===== src/rtl/lsu_mem_ctrl_if.sv =====
// Request/response handshake and data-memory port of the load/store controller.
interface lsu_mem_ctrl_if;
  logic        req_valid;
  logic        req_ready;
  logic        req_we;
  logic [1:0]  req_size;
  logic        req_signed;
  logic [63:0] req_addr;
  logic [63:0] req_wdata;
  logic        resp_valid;
  logic [63:0] resp_rdata;
  logic        resp_err;
  logic        MemRead;
  logic        MemWrite;
  logic [63:0] addr;
  logic [63:0] w_data;
  logic [63:0] r_data;

  modport slave (
    input  req_valid, req_we, req_size, req_signed, req_addr, req_wdata, r_data,
    output req_ready, resp_valid, resp_rdata, resp_err, MemRead, MemWrite, addr, w_data
  );
  modport master (
    output req_valid, req_we, req_size, req_signed, req_addr, req_wdata, r_data,
    input  req_ready, resp_valid, resp_rdata, resp_err, MemRead, MemWrite, addr, w_data
  );
endinterface


===== src/rtl/lsu_mem_ctrl.sv =====
// LDUR/STUR-family initiator: sub-word loads with extension, sub-word stores as
// read-modify-write on the 64-bit doubleword memory, alignment/range rejection.
module lsu_byte_lane #(
  parameter int LANE = 0
) (
  input  logic [2:0] off,
  input  logic [1:0] size,
  input  logic [7:0] old_b,
  input  logic [7:0] new_b,
  output logic [7:0] out_b
);
  localparam logic [3:0] L = 4'(LANE);
  logic [3:0] lo, hi;
  always_comb begin
    lo    = {1'b0, off};
    hi    = lo + (4'd1 << size);
    out_b = (L >= lo && L < hi) ? new_b : old_b;
  end
endmodule

module lsu_mem_ctrl #(
  parameter int MEM_BYTES   = 8192,
  parameter bit CHECK_ALIGN = 1'b1
) (
  input logic           clk,
  input logic           rst_n,
  lsu_mem_ctrl_if.slave bus
);
  localparam int NUM_LANES = 8;

  typedef enum logic [1:0] {IDLE, READ, WRITE, RESP} state_t;
  typedef struct packed {
    logic        we;
    logic [1:0]  size;
    logic        sgn;
    logic [63:0] addr;
    logic [63:0] wdata;
  } req_t;

  state_t      state_q, state_d;
  req_t        req_q, req_d;
  logic        rdy_q, rdy_d;
  logic        err_q, err_d;
  logic [63:0] rdata_q, rdata_d;
  logic [63:0] merged_q, merged_d;

  logic [2:0]  amask;
  logic        acc_err;
  logic [63:0] rd_sh, ld_data, wsh;
  logic [NUM_LANES-1:0][7:0] old_b, new_b, mrg_b;

  // Byte-lane merge of the store data into the doubleword just read.
  assign wsh   = req_q.wdata << {req_q.addr[2:0], 3'b000};
  assign old_b = bus.r_data;
  assign new_b = wsh;
  for (genvar l = 0; l < NUM_LANES; l++) begin : g_lane
    lsu_byte_lane #(.LANE(l)) u_lane (
      .off(req_q.addr[2:0]), .size(req_q.size),
      .old_b(old_b[l]), .new_b(new_b[l]), .out_b(mrg_b[l])
    );
  end

  always_comb begin
    rd_sh = bus.r_data >> {req_q.addr[2:0], 3'b000};
    case (req_q.size)
      2'd0:    ld_data = {{56{req_q.sgn & rd_sh[7]}},  rd_sh[7:0]};
      2'd1:    ld_data = {{48{req_q.sgn & rd_sh[15]}}, rd_sh[15:0]};
      2'd2:    ld_data = {{32{req_q.sgn & rd_sh[31]}}, rd_sh[31:0]};
      default: ld_data = rd_sh;
    endcase
  end

  always_comb begin
    case (bus.req_size)
      2'd0:    amask = 3'd0;
      2'd1:    amask = 3'd1;
      2'd2:    amask = 3'd3;
      default: amask = 3'd7;
    endcase
    acc_err = (bus.req_addr >= 64'(MEM_BYTES)) ||
              (CHECK_ALIGN && |(bus.req_addr[2:0] & amask));
  end

  always_comb begin
    state_d  = state_q;
    req_d    = req_q;
    err_d    = err_q;
    rdata_d  = rdata_q;
    merged_d = merged_q;
    case (state_q)
      IDLE: if (bus.req_valid && rdy_q) begin
        req_d.we    = bus.req_we;
        req_d.size  = bus.req_size;
        req_d.sgn   = bus.req_signed;
        req_d.wdata = bus.req_wdata;
        req_d.addr  = CHECK_ALIGN ? bus.req_addr
                                  : {bus.req_addr[63:3], bus.req_addr[2:0] & ~amask};
        err_d       = acc_err;
        if (acc_err) begin
          state_d = RESP;
          rdata_d = '0;
        end else if (bus.req_we && bus.req_size == 2'd3) begin
          state_d = WRITE;
        end else begin
          state_d = READ;
        end
      end
      READ: begin
        if (req_q.we) begin
          state_d  = WRITE;
          merged_d = mrg_b;
        end else begin
          state_d = RESP;
          rdata_d = ld_data;
        end
      end
      WRITE: begin
        state_d = RESP;
        rdata_d = '0;
      end
      default: state_d = IDLE;
    endcase
    rdy_d = (state_d == IDLE);
  end

  always_ff @(posedge clk or negedge rst_n) begin
    if (!rst_n) begin
      state_q  <= IDLE;
      req_q    <= '0;
      rdy_q    <= 1'b0;
      err_q    <= 1'b0;
      rdata_q  <= '0;
      merged_q <= '0;
    end else begin
      state_q  <= state_d;
      req_q    <= req_d;
      rdy_q    <= rdy_d;
      err_q    <= err_d;
      rdata_q  <= rdata_d;
      merged_q <= merged_d;
    end
  end

  always_comb begin
    bus.MemRead  = 1'b0;
    bus.MemWrite = 1'b0;
    bus.addr     = '0;
    bus.w_data   = '0;
    if (state_q == READ) begin
      bus.MemRead = 1'b1;
      bus.addr    = {req_q.addr[63:3], 3'b000};
    end else if (state_q == WRITE) begin
      bus.MemWrite = 1'b1;
      bus.addr     = {req_q.addr[63:3], 3'b000};
      bus.w_data   = (req_q.size == 2'd3) ? req_q.wdata : merged_q;
    end
  end

  assign bus.req_ready  = rdy_q;
  assign bus.resp_valid = (state_q == RESP);
  assign bus.resp_err   = (state_q == RESP) && err_q;
  assign bus.resp_rdata = rdata_q;
endmodule

===== src/flat_wrapper.sv =====
// flat-port wrapper written by rule: the top's interface ports become plain ports
module lsu_mem_ctrl_flat 
#(
  parameter int MEM_BYTES   = 8192,
  parameter bit CHECK_ALIGN = 1'b1
)
  (clk, rst_n, bus_req_valid, bus_req_we, bus_req_size, bus_req_signed, bus_req_addr, bus_req_wdata, bus_r_data, bus_req_ready, bus_resp_valid, bus_resp_rdata, bus_resp_err, bus_MemRead, bus_MemWrite, bus_addr, bus_w_data);
  lsu_mem_ctrl_if bus_i ();
  input logic clk;
  input logic rst_n;
  input wire logic [$bits(bus_i.req_valid)-1:0] bus_req_valid;
  input wire logic [$bits(bus_i.req_we)-1:0] bus_req_we;
  input wire logic [$bits(bus_i.req_size)-1:0] bus_req_size;
  input wire logic [$bits(bus_i.req_signed)-1:0] bus_req_signed;
  input wire logic [$bits(bus_i.req_addr)-1:0] bus_req_addr;
  input wire logic [$bits(bus_i.req_wdata)-1:0] bus_req_wdata;
  input wire logic [$bits(bus_i.r_data)-1:0] bus_r_data;
  output wire logic [$bits(bus_i.req_ready)-1:0] bus_req_ready;
  output wire logic [$bits(bus_i.resp_valid)-1:0] bus_resp_valid;
  output wire logic [$bits(bus_i.resp_rdata)-1:0] bus_resp_rdata;
  output wire logic [$bits(bus_i.resp_err)-1:0] bus_resp_err;
  output wire logic [$bits(bus_i.MemRead)-1:0] bus_MemRead;
  output wire logic [$bits(bus_i.MemWrite)-1:0] bus_MemWrite;
  output wire logic [$bits(bus_i.addr)-1:0] bus_addr;
  output wire logic [$bits(bus_i.w_data)-1:0] bus_w_data;
  assign bus_i.req_valid = bus_req_valid;
  assign bus_i.req_we = bus_req_we;
  assign bus_i.req_size = bus_req_size;
  assign bus_i.req_signed = bus_req_signed;
  assign bus_i.req_addr = bus_req_addr;
  assign bus_i.req_wdata = bus_req_wdata;
  assign bus_i.r_data = bus_r_data;
  assign bus_req_ready = bus_i.req_ready;
  assign bus_resp_valid = bus_i.resp_valid;
  assign bus_resp_rdata = bus_i.resp_rdata;
  assign bus_resp_err = bus_i.resp_err;
  assign bus_MemRead = bus_i.MemRead;
  assign bus_MemWrite = bus_i.MemWrite;
  assign bus_addr = bus_i.addr;
  assign bus_w_data = bus_i.w_data;
  lsu_mem_ctrl #(.MEM_BYTES(MEM_BYTES), .CHECK_ALIGN(CHECK_ALIGN)) u_core (.clk(clk), .rst_n(rst_n), .bus(bus_i));
endmodule

===== config.mk =====
export PLATFORM = sky130hd
export DESIGN_NAME = lsu_mem_ctrl_flat
export DESIGN_NICKNAME = d
export VERILOG_FILES = /design/src/rtl/lsu_mem_ctrl_if.sv /design/src/rtl/lsu_mem_ctrl.sv /design/src/flat_wrapper.sv
export SDC_FILE = /design/constraint.sdc
export NUM_CORES = 1
export LEC_CHECK = 0
export CAP_MARGIN = 20
export CORE_ASPECT_RATIO = 1.75
export CORE_MARGIN = 10
export CORE_UTILIZATION = 45
export CTS_BUF_LIST = sky130_fd_sc_hd__clkbuf_16
export DETAILED_ROUTE_END_ITERATION = 6
export HOLD_SLACK_MARGIN = 0.05
export PLACE_DENSITY = 0.72
export SLEW_MARGIN = 10
export SYNTH_ARGS = -nofsm -noshare
export SYNTH_HDL_FRONTEND = slang
export SYNTH_HIERARCHICAL = 1
export SYNTH_SLANG_ARGS = --single-unit
export TNS_END_PERCENT = 20

===== constraint.sdc =====
create_clock -name clk -period 9.8 [get_ports clk]
set_clock_uncertainty 0.2 [all_clocks]
set_input_delay 1.96 -clock clk [delete_from_list [all_inputs] [get_ports clk]]
set_output_delay 1.96 -clock clk [all_outputs]
set_load 0.05 [all_outputs]

Word-level counts from Yosys, hierarchy flattened
Cells that the tools add are included.
{"block": "word_totals", "wordCells": 93, "register_bits": 264, "in_bits": 199}
{"block": "classes", "n_reduce_logical": 20, "eq_ne": 12, "n_addsub": 1, "order_cmp": 16, "muxes": 27, "shift": 3, "n_bitwise": 4}
{"cell": "$mux 64", "n": 8}
{"cell": "$pmux 64 s3", "n": 2}
{"cell": "$ge 64x14->1 const B", "n": 1}
{"cell": "$mux 8", "n": 8}
{"cell": "$shl 64x6->64", "n": 1}
{"cell": "$shr 64x6->64", "n": 1}
{"cell": "$lt 3x4->1 const A", "n": 4}
{"cell": "$eq 2x2->1 const B", "n": 6}
{"cell": "$logic_and 1x1->1", "n": 10}
{"cell": "$ge 3x3->1 const A", "n": 3}
{"cell": "$pmux 3 s3", "n": 1}
{"cell": "$logic_not 2->1", "n": 4}
{"cell": "$lt 1x4->1 const A", "n": 2}
{"cell": "$lt 2x4->1 const A", "n": 2}
{"cell": "$eq 2x1->1 const B", "n": 3}
{"cell": "$ge 1x3->1 const A", "n": 2}
{"cell": "$ge 2x3->1 const A", "n": 2}
{"cell": "$mux 2", "n": 3}
{"cell": "$pmux 2 s3", "n": 1}
{"cell": "$add 3x4->4", "n": 1}
{"cell": "$mux 1", "n": 4}
{"cell": "$ne 2x1->1 const B", "n": 2}
{"cell": "$reduce_and 2->1", "n": 2}
{"cell": "$reduce_and 4->1", "n": 1}
{"cell": "7 further kinds", "n": 9}

Longest topological paths before layout
Gate-level depths: netlist of run 1.
{"block": "depth", "word_depth": 9, "mapped_depth": 13, "mapped_depth_nobuf": 9}

Modules after synthesis
The synthesis of run 1 kept the hierarchy.
{"module": "lsu_mem_ctrl", "area_each_um2": 15411.0, "seq_area_each_um2": 6606.3, "cells_each": 1511, "instances": 1}
{"module": "lsu_byte_lane at u_core.g_lane[1].u_lane", "area_each_um2": 749.5, "seq_area_each_um2": 0.0, "cells_each": 96, "instances": 1}
{"module": "lsu_byte_lane at u_core.g_lane[2].u_lane", "area_each_um2": 540.5, "seq_area_each_um2": 0.0, "cells_each": 77, "instances": 1}
{"module": "lsu_byte_lane at u_core.g_lane[5].u_lane", "area_each_um2": 495.5, "seq_area_each_um2": 0.0, "cells_each": 65, "instances": 1}
{"module": "lsu_byte_lane at u_core.g_lane[0].u_lane", "area_each_um2": 281.5, "seq_area_each_um2": 0.0, "cells_each": 24, "instances": 1}
{"module": "lsu_byte_lane at u_core.g_lane[4].u_lane", "area_each_um2": 276.5, "seq_area_each_um2": 0.0, "cells_each": 26, "instances": 1}
{"module": "lsu_byte_lane at u_core.g_lane[6].u_lane", "area_each_um2": 275.3, "seq_area_each_um2": 0.0, "cells_each": 26, "instances": 1}
{"module": "lsu_byte_lane at u_core.g_lane[7].u_lane", "area_each_um2": 209.0, "seq_area_each_um2": 0.0, "cells_each": 17, "instances": 1}
{"module": "lsu_byte_lane at u_core.g_lane[3].u_lane", "area_each_um2": 181.4, "seq_area_each_um2": 0.0, "cells_each": 19, "instances": 1}

Worst setup path after synthesis of run 1
No wires, ideal clock.
{"block": "synth_timing", "kind": "flip-flop to output port", "start": "reg u_core/req_q[130] in the netlist's numbering", "end": "out bus_w_data[43]", "path_slack_ns": 4.853, "path_stages_with_launch": 7, "arrival_ns": 2.787, "n_path_buf": 3, "t_required_ns": 7.640, "cell_sequence": "dfrtp_1 > buf_2 > and2_1 > clkbuf_1 > buf_1 > nand2_1 > a21oi_1"}
{"block": "synth_via", "elab_chain_len": 4}
{"element": "start: declaration", "line_no": "lsu_mem_ctrl.sv:41", "source": "req_t req_q, req_d;"}
{"element": "start signal: assignment", "line_no": "lsu_mem_ctrl.sv:136", "source": "req_q <= req_d;"}
{"element": "$eq 2x2->1", "line_no": "lsu_mem_ctrl.sv:155", "source": "bus.w_data = (req_q.size == 2'd3) ? req_q.wdata : merged_q;"}
{"element": "$mux 64", "line_no": "lsu_mem_ctrl.sv:155"}
{"element": "$mux 64", "line_no": "lsu_mem_ctrl.sv:152", "source": "end else if (state_q == WRITE) begin"}
{"element": "$mux 64", "line_no": "lsu_mem_ctrl.sv:149", "source": "if (state_q == READ) begin"}
{"element": "end: declaration", "line_no": "flat_wrapper.sv:25", "source": "output wire logic [$bits(bus_i.w_data)-1:0] bus_w_data;"}
Every way passes these cells.

Worst setup path after layout of run 1
{"block": "layout_timing", "start": "reg u_core/req_q[130] in the netlist's numbering", "end": "out bus_w_data[56]"}
The elaborated chain is that of the path after synthesis.

==> run_results.csv, run 1 <==
group,metric,value,unit
flow_run,drv_cap,0,
route,wire_per_inst,27.4,um
die,die_w,173,um
clock_network,cts_tree,"built",
yosys,yosysWarnings,6,
yosys,ys_seq_area_frac,0.359,
yosys,ys.flop_type,"dfrtp_1",
clock_network,post_cts.repair.setup_buffers,0,
sta,post-route-worst-setup-slack,3.78,ns
critical_path,crit_arrival,3.86,ns
critical_path,reg2regPathDepth,7,
yosys,syn_inst,1861,
sta,hold_slack,0.282,ns
critical_path,rrSetupSlack,5.59,ns
global_route,track_usage,0.287,
power_and_ir_drop,p_total,10.3,mW
sta,fin_setup_tns,0,ns
placement,post-place-ws,4.42,ns
sta,finalHoldViolCount,0,
die,dieArea,49700,um^2
hold_path,hold_class,"flip-flop to flip-flop",
yosys,ys_ff_latch,264,
critical_path,worstPathRequired,7.64,ns
die,io_pins,396,
critical_path,reg2reg_to,"u_core/merged_q[44]$_DFFE_PN0P_",
layout,mostFrequentLayoutCell,"clkdlybuf4s50_1",
power_and_ir_drop,switching_power,5.40,mW
die,core.rowCount,98,
clock_network,cts_root_buf,"clkbuf_16",
power_and_ir_drop,clockPowerShare,0.106,
critical_path,path_common_cell,"buf_4",
placement,placed_area,22500,um^2
route,first_pass_iters,5,
clock_network,cts_sinks,264,
power_and_ir_drop,intPower,4.89,mW
global_route,use_met2,0.483,
global_route,grt_max_degree,142,
global_route,first_global_vias,16600,
yosys,synth_edf_count,0,
yosys,synthArstFlopShare,1.00,
clock_network,h-tree-depth,1,
global_route,grt_pass1_wl,109,mm
yosys,syn-cell-area,18400,um^2
clock_network,ctsResizeCount,0,
route,vias,16500,
outcome,status,"finished, final reports clean",
route,postRouteAntennaNets,0,
layout,nNetsFinal,2387,
critical_path,crit_type,"flip-flop to primary output",
clock_network,clkTransAtPathRegs,0.06,ns
yosys,synthDistinctLibCells,84,
critical_path,slowest_stage,"clkdlybuf4s50_1",
critical_path,crit_start,"u_core/req_q[130]$_DFFE_PN0P_",
critical_path,critPathCapture,"bus_w_data[56]",
sta,fmax,166,MHz
layout,area_growth,27.2,%
placement,place_hpwl,55.7,mm
layout,drive_gt1_frac,0.197,
clock_network,cts_made_buffers,27,
die,die_y,288,um
power_and_ir_drop,power_frac_seq,0.227,
sta,final.period_utilization,0.614,
route,drt_wl_total,74.8,mm
global_route,globalRoute.totalOverflow,0,
critical_path,cpPeakStageDelay,0.85,ns
power_and_ir_drop,powerDensity,439,nW/um^2
route,routed_via_density,6.06,
critical_path,startpoint_type,"flip-flop",
sta,rsz0062_at_grt,"no",
route,drc,0,
power_and_ir_drop,power.leakage,9.62,nW
clock_network,hold_buffers,0,
clock_network,worstSkewPairLatency,0.59,ns
critical_path,worst_setup_path_end_kind,"primary output",
placement,placedCellCount,2676,
sta,timing.final.crit_period,6.02,ns
die,start_util,0.452,
power_and_ir_drop,vdd.ir_drop.worst,0.000259,V
global_route,grt_use_met3,0.0672,
die,coreArea,40700,um^2
placement,io_buffers,392,
yosys,avgSynthCellArea,9.90,um^2
sta,worst_pin_slew,1.08,ns
global_route,gr-max-usage-layer,"met2",
layout,fin_cells,2731,
route,drt_first_iter_violations,1613,
sta,max_slew_margin,0.277,
clock_network,cts_buffer_depth,3,
power_and_ir_drop,combPwrFrac,0.667,
global_route,met1_usage,0.317,
sta,drv_slew,0,
power_and_ir_drop,switching_share,0.525,
layout,layout_common_cells,"clkdlybuf4s50_1, dfrtp_1, mux2_2, nand2_1, a21oi_1",
critical_path,r2r_start,"u_core/req_q[64]$_DFFE_PN0P_",
placement,gp_congestion,0.975,
layout,num-fill-cells,3553,
layout,utilization,0.576,
critical_path,cp_max_fo,74,
critical_path,crit_chain,"buf_4 > nand2_2 > buf_4 > nand2_1 > a21oi_1 > clkdlybuf4s50_1",
layout,finalInstanceArea,23400,um^2
sta,finalSetupViolCount,0,
global_route,antenna_found_initial,6,
[routing by layer]
metal  up-vias  part of all wire
met5         -           0.00028
met4         4             0.076
met3       250             0.084
met2       909              0.49
met1      8062              0.35
li1       7315                 -
[cells by family after synthesis]
family,after synthesis,synth area share
simple gates,553,0.151
mux,425,0.271
compound gates,376,0.138
flops,264,0.359
buf+inv,205,0.0532
fa+ha+maj,31,0.0235
xor+xnor,6,0.00367
other cells,1,0.000204
[how the worst min path moves through the flow]
| stage | from | to | slack (ns) | cells after the start |
|---|---|---|---|---|
| floorplan | u_core/err_q$_DFFE_PN0P_ | u_core/err_q$_DFFE_PN0P_ | 0.24 | 1 |
| global route | u_core/req_q[111]$_DFFE_PN0P_ | u_core/req_q[111]$_DFFE_PN0P_ | 0.31 | 1 |
| detailed placement | u_core/err_q$_DFFE_PN0P_ | u_core/err_q$_DFFE_PN0P_ | 0.27 | 1 |
| global placement | u_core/err_q$_DFFE_PN0P_ | u_core/err_q$_DFFE_PN0P_ | 0.26 | 1 |
| CTS | u_core/err_q$_DFFE_PN0P_ | u_core/err_q$_DFFE_PN0P_ | 0.28 | 1 |
| finish | u_core/err_q$_DFFE_PN0P_ | u_core/err_q$_DFFE_PN0P_ | 0.28 | 1 |
[state kept, by name (all words and copies together) (netlist names)]
register	cells
u_core/bus.req_ready	1
u_core/bus.resp_rdata	64
u_core/merged_q	64
u_core/state_q	2
u_core/req_q	132
u_core/err_q	1
[power by group through the flow]
stage	registers, mW	clock network [mW]	logic (mW)
CTS	2.31	1.11	6.79
floorplan	2.34	0	4.70
finish	2.33	1.09	6.87
global route	2.37	1.16	7.25
detailed placement	2.32	0	6.76
global placement	2.31	0	6.66
[synthesized netlist by cell type, types with 9 or more instances]
library cell  instances  share of area
o21ai_0              65          0.018
mux2_4               34          0.028
clkbuf_1             68          0.014
buf_2                48          0.013
a211oi_1             19         0.0077
buf_4                12         0.0049
o211ai_1             17         0.0069
mux4_2               19          0.023
nand2_1             211          0.043
nor4b_1              16         0.0076
inv_1                54          0.011
and3_1               17         0.0058
a21oi_2              15         0.0071
mux2i_1             114          0.062
and2_1               34          0.012
mux2_2              250           0.15
nor2b_1              79          0.027
nor4_1               12         0.0041
nor2_1               95          0.019
nand4_1               9         0.0031
a21oi_1             137          0.037
nand3_1              36         0.0098
o22ai_1              20         0.0068
o2bb2ai_2            10         0.0082
o32ai_1              33          0.016
buf_6                14         0.0086
dfrtp_1             264           0.36
ha_1                 25          0.017
[layout make-up]
| class | instances | area [um^2] | share of cell area |
|---|---|---|---|
| Multi-Input combinational cell | 1394 | 10900 | 0.464 |
| Clock buffer | 27 | 676 | 0.0288 |
| Sequential cell | 264 | 6620 | 0.282 |
| Inverter | 55 | 206 | 0.00881 |
| Clock inverter | 22 | 241 | 0.0103 |
| Antenna cell | 4 | 10.0 | 0.000427 |
| Timing Repair Buffer | 415 | 4120 | 0.176 |
| Tap cell | 550 | 688 | 0.0294 |
[worst max-delay path: cells and delay by family, from the launching register on]
kind            cells  cell delay, ns
buf+inv             3            1.97
simple gates        2            0.63
flops               1            0.40
compound gates      1            0.22
No activity file was read; power rests on OpenSTA's default activity.
==> run 2: changes to the inputs <==
clock period = 6 ns   (was 9.8 ns; I/O delays follow)
==> run_results.csv, run 2 (synthesis gave the netlist of run 1 again) <==
group,metric,value,unit
outcome,status,"finished, final reports clean",
placement,gp_congestion,0.976,
sta,drv_slew,0,
clock_network,ctsResizeCount,0,
global_route,first_global_vias,16900,
placement,io_buffers,392,
layout,largest_reg_flops,132,
layout,top_register,"u_core/req_q",
clock_network,clkTransAtPathRegs,0.07,ns
die,dieArea,49700,um^2
layout,mostFrequentLayoutCell,"clkdlybuf4s50_1",
critical_path,worstPathRequired,4.60,ns
layout,nNetsFinal,2392,
layout,drive_gt1_frac,0.201,
sta,finalSetupViolCount,0,
route,drc,0,
power_and_ir_drop,powerDensity,714,nW/um^2
critical_path,cpPeakStageDelay,0.78,ns
die,die_y,288,um
layout,area_growth,27.6,%
layout,utilization,0.577,
clock_network,h-tree-depth,1,
route,postRouteAntennaNets,0,
die,start_util,0.452,
clock_network,hold_buffers,0,
placement,post-place-ws,1.21,ns
route,routed_via_density,6.04,
global_route,globalRoute.totalOverflow,0,
route,drt_wl_total,74.1,mm
global_route,grt_max_degree,94,
critical_path,crit_chain,"inv_1 > ha_1 > nand2b_2 > buf_4 > a21oi_1 > clkdlybuf4s50_1",
critical_path,cp_max_fo,33,
sta,rsz0062_at_grt,"no",
critical_path,crit_family,"buffers and inverters",
die,die_w,173,um
die,coreArea,40700,um^2
route,wire_per_inst,27.1,um
placement,place_hpwl,56.3,mm
sta,worst_pin_slew,1.10,ns
route,vias,16500,
sta,timing.final.crit_period,5.19,ns
layout,layout_common_cells,"clkdlybuf4s50_1, dfrtp_1, mux2_2, nand2_1, a21oi_1",
clock_network,post_cts.repair.setup_buffers,0,
global_route,track_usage,0.283,
global_route,grt_pass1_wl,108,mm
clock_network,worstSkewPairLatency,0.59,ns
critical_path,crit_type,"flip-flop to primary output",
placement,placed_area,22500,um^2
power_and_ir_drop,vdd.ir_drop.worst,0.000492,V
critical_path,crit_arrival,3.79,ns
critical_path,slowest_stage,"nand2b_2",
die,core.rowCount,98,
power_and_ir_drop,power.leakage,9.65,nW
clock_network,cts_sinks,264,
critical_path,rrSetupSlack,2.22,ns
clock_network,cts_tree,"built",
critical_path,worst_setup_path_end_kind,"primary output",
sta,final.period_utilization,0.866,
flow_run,drv_cap,0,
critical_path,crit_buf_inv,3,
route,first_pass_iters,5,
clock_network,cts_made_buffers,26,
clock_network,cts_buffer_depth,3,
sta,max_slew_margin,0.270,
clock_network,cts_root_buf,"clkbuf_16",
global_route,antenna_found_initial,4,
sta,fin_setup_tns,0,ns
sta,fmax,193,MHz
sta,post-route-worst-setup-slack,0.807,ns
sta,finalHoldViolCount,0,
layout,finalInstanceArea,23500,um^2
die,io_pins,396,
route,drt_first_iter_violations,1518,
critical_path,startpoint_type,"flip-flop",
hold_path,hold_class,"flip-flop to flip-flop",
[run 2: cell count changes in the layout (fill, tap and decap cells not counted), sizes merged]
cell      previous run  this run
inv                 62        60
clkinv              10         9
clkbuf              27        26
buf                 24        30
clkinvlp             0         3
[run 2: worst paths after layout]
kind,cells after the start,startpoint,to
setup / recovery,6,u_core/state_q[1]$_DFF_PN0_,bus_w_data[29]
hold / removal,1,u_core/err_q$_DFFE_PN0P_,u_core/err_q$_DFFE_PN0P_
setup reg to reg,6,u_core/req_q[66]$_DFFE_PN0P_,u_core/merged_q[44]$_DFFE_PN0P_
hold reg to reg,1,u_core/err_q$_DFFE_PN0P_,u_core/err_q$_DFFE_PN0P_
max in group asynchronous,2,rst_n,u_core/req_q[40]$_DFFE_PN0P_
min in group asynchronous,1,rst_n,u_core/bus.resp_rdata[5]$_DFFE_PN0P_
[run 2: layer usage]
metal  global-route usage  share of wire  wire length [um]
met2                0.487           0.49             36600
met1                0.299           0.35             25700
met4                0.199          0.077              5710
met3               0.0695          0.082              6090
met5                    0              0                 0
[run 2: final cells by class]
type / instances / area (um^2)
Clock inverter: 22 / 254
Fill cell: 3627 / 17200
Inverter: 55 / 206
Antenna cell: 4 / 10.0
Timing Repair Buffer: 421 / 4190
Sequential cell: 264 / 6620
Clock buffer: 26 / 651
Tap cell: 550 / 688
Multi-Input combinational cell: 1394 / 10900
[run 2: worst reg2reg max path: cells and delay by family, from the launching register on]
kind / cells / cell delay, ns
muxes: 1 / 0.32
adders and majority gates: 1 / 0.37
AOI/OAI and AO/OA: 3 / 1.30
DFF: 1 / 0.95
buffers and inverters: 1 / 0.49
[run 2: report_power, final]
group / total, mW / internal [mW] / switching (mW)
combinational: 11.2 / 4.32 / 6.87
sequential: 3.81 / 2.64 / 1.17
clock: 1.77 / 1.01 / 0.764
[run 2: through the flow]
stage | hold slack [ns] | instances | power, mW
after CTS | 0.298 | 2730 | 16.7
after global routing | 0.314 | 2736 | 17.6
final | 0.297 | 2736 | 16.8
after detailed placement | 0.284 | 2682 | 14.9
after global placement | 0.277 | 2682 | 14.7
after floorplan | 0.242 | 1863 | 11.5
